## src/rtl/risc_pkg.sv

```systemverilog
// Shared write-back constants, queue entry type and pointer helper.
package risc_pkg;

    localparam int REG_ADDR_W = 3;
    localparam int DATA_W     = 16;
    localparam int MAX_DEPTH  = 8;
    localparam int PTR_W      = 3;
    localparam int CNT_W      = 4;

    typedef struct packed {
        logic [REG_ADDR_W-1:0] dest;
        logic [DATA_W-1:0]     data;
    } wb_entry_t;

    localparam wb_entry_t ENTRY_ZERO = '{dest: 3'd0, data: 16'd0};

    function automatic logic [PTR_W-1:0] ptr_inc(input logic [PTR_W-1:0] ptr,
                                                 input logic [CNT_W-1:0] depth);
        if ({1'b0, ptr} == depth - 4'd1) begin
            return 3'd0;
        end else begin
            return ptr + 3'd1;
        end
    endfunction

endpackage

```

## src/rtl/wb_bypass_match.sv

```systemverilog
// Youngest-match search over the live queue entries for one bypass read port.
module wb_bypass_match
    import risc_pkg::*;
#(
    parameter int DEPTH = 4
) (
    input  wb_entry_t              entries [MAX_DEPTH],
    input  logic [PTR_W-1:0]       rd_ptr,
    input  logic [CNT_W-1:0]       count,
    input  logic [REG_ADDR_W-1:0]  addr,
    output logic                   hit,
    output logic [DATA_W-1:0]      data
);

    localparam logic [CNT_W-1:0] DEPTH_C = CNT_W'(DEPTH);

    logic [PTR_W-1:0] idx_s;

    // Walk oldest to youngest so the last match seen is the youngest one.
    always_comb begin
        hit   = 1'b0;
        data  = 16'd0;
        idx_s = rd_ptr;
        for (int i = 0; i < MAX_DEPTH; i++) begin
            if ((CNT_W'(i) < count) && (entries[idx_s].dest == addr)) begin
                hit  = 1'b1;
                data = entries[idx_s].data;
            end else begin
                hit  = hit;
                data = data;
            end
            idx_s = ptr_inc(idx_s, DEPTH_C);
        end
    end

endmodule

```

## src/rtl/wb_queue.sv

```systemverilog
// Write-back queue merging ALU and load results into one register-file write port.
// Operand bypass search is built only when WB_QUEUE_BYPASS_EN is defined.
module wb_queue
    import risc_pkg::*;
#(
    parameter int DEPTH = 4
) (
    input  logic        clk,
    input  logic        reset,
    input  logic        alu_valid,
    output logic        alu_ready,
    input  logic [2:0]  alu_dest,
    input  logic [15:0] alu_data,
    input  logic        ld_valid,
    output logic        ld_ready,
    input  logic [2:0]  ld_dest,
    input  logic [15:0] ld_data,
    output logic        reg_write_en,
    output logic [2:0]  reg_write_dest,
    output logic [15:0] reg_write_data,
    input  logic [2:0]  byp_addr_1,
    input  logic [2:0]  byp_addr_2,
    output logic        byp_hit_1,
    output logic [15:0] byp_data_1,
    output logic        byp_hit_2,
    output logic [15:0] byp_data_2,
    output logic [3:0]  count,
    output logic        full,
    output logic        empty
);

    localparam logic [CNT_W-1:0] DEPTH_C = CNT_W'(DEPTH);

    wb_entry_t         mem_q [MAX_DEPTH];
    wb_entry_t         mem_d [MAX_DEPTH];
    logic [PTR_W-1:0]  rd_ptr_q, rd_ptr_d;
    logic [PTR_W-1:0]  wr_ptr_q, wr_ptr_d;
    logic [CNT_W-1:0]  count_q, count_d;
    logic [CNT_W-1:0]  free_s;
    logic              alu_push_s, ld_push_s, pop_s;
    wb_entry_t         head_s;

    // Handshake, enqueue order (ALU before load) and occupancy update.
    always_comb begin
        free_s     = DEPTH_C - count_q;
        ld_ready   = (free_s >= 4'd1);
        alu_ready  = (free_s >= 4'd2) || ((free_s == 4'd1) && !ld_valid);
        alu_push_s = alu_valid && alu_ready;
        ld_push_s  = ld_valid && ld_ready;
        pop_s      = (count_q != 4'd0);
        mem_d      = mem_q;
        wr_ptr_d   = wr_ptr_q;
        rd_ptr_d   = rd_ptr_q;
        if (alu_push_s) begin
            mem_d[wr_ptr_d] = '{dest: alu_dest, data: alu_data};
            wr_ptr_d        = ptr_inc(wr_ptr_d, DEPTH_C);
        end else begin
            wr_ptr_d = wr_ptr_d;
        end
        if (ld_push_s) begin
            mem_d[wr_ptr_d] = '{dest: ld_dest, data: ld_data};
            wr_ptr_d        = ptr_inc(wr_ptr_d, DEPTH_C);
        end else begin
            wr_ptr_d = wr_ptr_d;
        end
        if (pop_s) begin
            rd_ptr_d = ptr_inc(rd_ptr_q, DEPTH_C);
        end else begin
            rd_ptr_d = rd_ptr_q;
        end
        count_d = count_q + {3'd0, alu_push_s} + {3'd0, ld_push_s} - {3'd0, pop_s};
    end

    // Queue state; reset wins over any same-edge push or pop.
    always_ff @(posedge clk) begin
        if (reset) begin
            rd_ptr_q <= 3'd0;
            wr_ptr_q <= 3'd0;
            count_q  <= 4'd0;
            for (int i = 0; i < MAX_DEPTH; i++) begin
                mem_q[i] <= ENTRY_ZERO;
            end
        end else begin
            rd_ptr_q <= rd_ptr_d;
            wr_ptr_q <= wr_ptr_d;
            count_q  <= count_d;
            mem_q    <= mem_d;
        end
    end

    // Head entry drives the write port; gated so an empty queue shows zeros.
    always_comb begin
        head_s         = mem_q[rd_ptr_q];
        reg_write_en   = pop_s;
        if (pop_s) begin
            reg_write_dest = head_s.dest;
            reg_write_data = head_s.data;
        end else begin
            reg_write_dest = 3'd0;
            reg_write_data = 16'd0;
        end
        count = count_q;
        full  = (count_q == DEPTH_C);
        empty = (count_q == 4'd0);
    end

`ifdef WB_QUEUE_BYPASS_EN
    wb_bypass_match #(.DEPTH(DEPTH)) u_byp_1 (
        .entries (mem_q),
        .rd_ptr  (rd_ptr_q),
        .count   (count_q),
        .addr    (byp_addr_1),
        .hit     (byp_hit_1),
        .data    (byp_data_1)
    );

    wb_bypass_match #(.DEPTH(DEPTH)) u_byp_2 (
        .entries (mem_q),
        .rd_ptr  (rd_ptr_q),
        .count   (count_q),
        .addr    (byp_addr_2),
        .hit     (byp_hit_2),
        .data    (byp_data_2)
    );
`else
    logic unused_byp_s;
    assign unused_byp_s = ^{byp_addr_1, byp_addr_2};
    assign byp_hit_1    = 1'b0;
    assign byp_data_1   = 16'd0;
    assign byp_hit_2    = 1'b0;
    assign byp_data_2   = 16'd0;
`endif

endmodule
```

## config.mk

```make
export PLATFORM = sky130hd
export DESIGN_NAME = wb_queue
export DESIGN_NICKNAME = d
export VERILOG_FILES = /design/src/rtl/risc_pkg.sv /design/src/rtl/wb_bypass_match.sv /design/src/rtl/wb_queue.sv
export SDC_FILE = /design/constraint.sdc
export NUM_CORES = 1
export LEC_CHECK = 0
export BUFFER_PORTS_ARGS = -buffer_cell sky130_fd_sc_hd__buf_2
export CAP_MARGIN = 20
export CORE_MARGIN = 2
export CORE_UTILIZATION = 40
export CTS_CLUSTER_SIZE = 20
export DETAILED_ROUTE_END_ITERATION = 8
export GPL_ROUTABILITY_DRIVEN = 0
export SETUP_SLACK_MARGIN = 0.5
export SYNTH_ARGS = -nofsm -noshare
export SYNTH_HDL_FRONTEND = slang
export SYNTH_HIERARCHICAL = 1
export SYNTH_SLANG_ARGS = --single-unit
```

## constraint.sdc

```tcl
create_clock -name clk -period 4.7 [get_ports clk]
set_clock_uncertainty 0.2 [all_clocks]
set_input_delay 1.41 -clock clk [delete_from_list [all_inputs] [get_ports clk]]
set_output_delay 1.41 -clock clk [all_outputs]
set_load 0.02 [all_outputs]
```

==> flow_summary.yaml <==
floorplan:
  rows: 55
  fp.coreArea_um2: 22800
  die_h_um: 157
  die_w_um: 157
  ios: 110
  start_util_pct: 41.0
  die-area_um2: 24600
clocking:
  cts_sinks: 162
  numCtsBuffers: 17
  worstSkewPairLatency_ps: 430
  holdBufCountCts: 0
  cts.path.max_buffers: 2
  clk_pin_slew_ps: 70
  cts_tree: "built"
  cts_max_level: 4
  cts_root_buf: "clkbuf_16"
worst_setup_path:
  critPathBufInv: 3
  crit_path_frequent_cell: "buf_2"
  cpPeakStageDelay_ps: 540
  crit_family: "simple AND/OR/NAND/NOR gates"
  worstSetupPathType: "in -> out"
  critPathMaxFanout: 3
  cp_slowest_cell: "or4_4"
  endpoint_kind: "output pin"
  worst_ep_arrival_time_ps: 2520
  cp.required_ps: 3090
  setup.worst_path.start_class: "input port"
  crit_chain: "buf_2 -> nor2b_1 -> or4_4 -> nor3_4 -> inv_1 -> buf_2"
grt:
  grt_max_degree: 77
  antenna_found_initial: 2
  grt_pass1_wl_um: 43300
  grt.overflow.total: 0
  grt_use_total_pct: 23.4
  first_global_vias: 7066
timing:
  setup_viol: 0
  tightest_slew_ps: 987
  slew_headroom_pct: 34.2
  fmax_ghz: 0.242
  fin_tns_setup_ps: 0
  finalHoldViolations: 0
  slew_viol_final: 0
  period_needed_ps: 4130
  rsz0062_at_grt: "no"
  finalCritPeriodShare_pct: 87.9
  holdWs_ps: 341
power:
  leakagePower_nw: 3.60
  pwr-share-comb_pct: 46.8
  powerDensity_nw_per_um2: 590
  power_switching_share_pct: 42.8
  p_seq_share_pct: 30.3
  peakVddDrop_mv: 0.333
  p_clk_share_pct: 22.9
  p_int_mw: 3.55
  p_sw_mw: 2.65
synthesis:
  avgSynthCellArea_um2: 10.5
  synth.area.top_cells: "dfxtp_1 35%, mux2i_1 19%, mux4_2 9.2%, a221oi_1 5.9%, a221oi_2 5.1%"
  synth.most_common_cell: "mux2i_1"
  synthTopCellsByCount: "173 x mux2i_1, 162 x dfxtp_1, 63 x a221oi_1"
  synth_area_leader_cell: "dfxtp_1"
  ys_seq_elements: 162
  synth_area_um2: 9340
  synthCells: 885
  synth_top_flop_cell: "dfxtp_1"
  yosysTopAreaCellShare_pct: 34.7
  synth_cell_types: 48
  async_reset_ff_share_pct: 0
  yosysWarnings: 6
  yosysSeqAreaShare_pct: 34.7
  synth_edf_count: 0
drt:
  num_vias: 7399
  ant_nets: 0
  wl_um: 28400
  first_pass_iters: 5
  detail_route.drc_violations: 0
  via_per_inst: 5.97
  drtIter0Drc: 671
  wire_per_inst_um: 22.9
layout:
  diodes: 0
  area_delta_synth_final_pct: 12.5
  nFillCells: 2175
  fin_nets: 976
  drive_above_1_share_pct: 26.4
run_status:
  status: "finished clean"
flow_run:
  cap_violations: 0
worst_hold_path:
  holdCritPathClass: "reg -> reg"
placed_design:
  portBuffers: 69
  hpwl_um: 17400
metrics by stage:
step	instance area [µm²]	setup WS, ps	utilization (%)	cells	power, mW
detailed placement	9880	362	43.4	1207	4.74
floorplan	9460	601	-	918	3.86
finish	10500	568	46.1	1240	6.20
global placement	9880	412	43.4	1207	4.72
global route	10500	522	46.1	1240	6.52
CTS	10500	544	46.0	1239	6.15
area by class of cell:
type,count,area (µm²),share of cell area [%]
tap,313,392,3.73
clock buffer,18,439,4.18
timing repair buffer,109,673,6.41
multi-input combinational,611,5540,52.8
clock inverter,14,156,1.49
inverter,13,52.6,0.501
sequential,162,3250,30.9
cell families after synthesis:
kind of cell,Yosys count,share of synthesized area (%)
flops,162,34.7
fa+ha+maj,14,2.04
buf+inv,145,8.14
compound gates,224,20.0
xor+xnor,5,0.469
simple gates,117,6.04
other cells,1,0.0402
mux,217,28.5
path summary, 6_finish.rpt:
check,start,endpoint,slack (ps),cells after the start
hold reg to reg,mem_q[91]$_SDFF_PP0_,mem_q[91]$_SDFF_PP0_,340,2
setup reg to reg,count[1]$_SDFF_PP0_,mem_q[117]$_SDFF_PP0_,830,9
setup / recovery,ld_valid,alu_ready,570,6
hold / removal,mem_q[91]$_SDFF_PP0_,mem_q[91]$_SDFF_PP0_,340,2
layer usage:
metal	GRT usage, %	part of all wire (%)	up-vias
li1	-	-	3406
met3	5.46	6.7	39
met2	36.2	46	283
met1	32.2	45	3667
met4	7.69	2.0	4
met5	0	0.070	-
timing repair:
item                                   4_1_cts  5_1_grt
setup endpoints to repair                    1       13
endpoints found under the hold margin        0        0
buffers inserted                             0        1
gates resized for setup                      1        2
state kept, by name (all words and copies together) (netlist names):
signal / cells
wr_ptr_q: 3
mem_q: 152
rd_ptr_q: 3
count: 4
power groups by stage:
stage	logic, mW	clock network [mW]	registers (mW)
after floorplan	2.02	0	1.84
after detailed placement	2.84	0	1.90
after global routing	3.12	1.50	1.91
final	2.90	1.42	1.87
after global placement	2.83	0	1.90
after CTS	2.85	1.43	1.87
layout by cell type, fill, tap and decap left out, types with 3 or more instances in the layout:
master,Yosys,routed
a221oi_1,63,63
buf_2,28,68
mux4_2,38,38
a21oi_1,61,61
mux2i_1,173,171
nor2b_1,4,4
nor3_1,25,21
conb_1,1,34
o31ai_1,58,57
ha_1,12,12
dfxtp_1,162,160
nand2_2,4,4
nand2_1,15,15
nand2b_1,4,3
inv_1,10,9
clkbuf_16,0,17
o21ai_0,3,3
nor2_1,49,49
mux2_2,4,4
xnor2_1,3,3
and2_1,3,3
nor3_2,0,3
buf_4,38,39
clkinvlp_4,0,7
a221oi_2,32,32
tightest hold or removal path: stages (launching register included):
cell and delay [ps]:
dfxtp_1 310, mux2i_1 110, a21oi_1 70
Power figures use the tool's default switching activity.
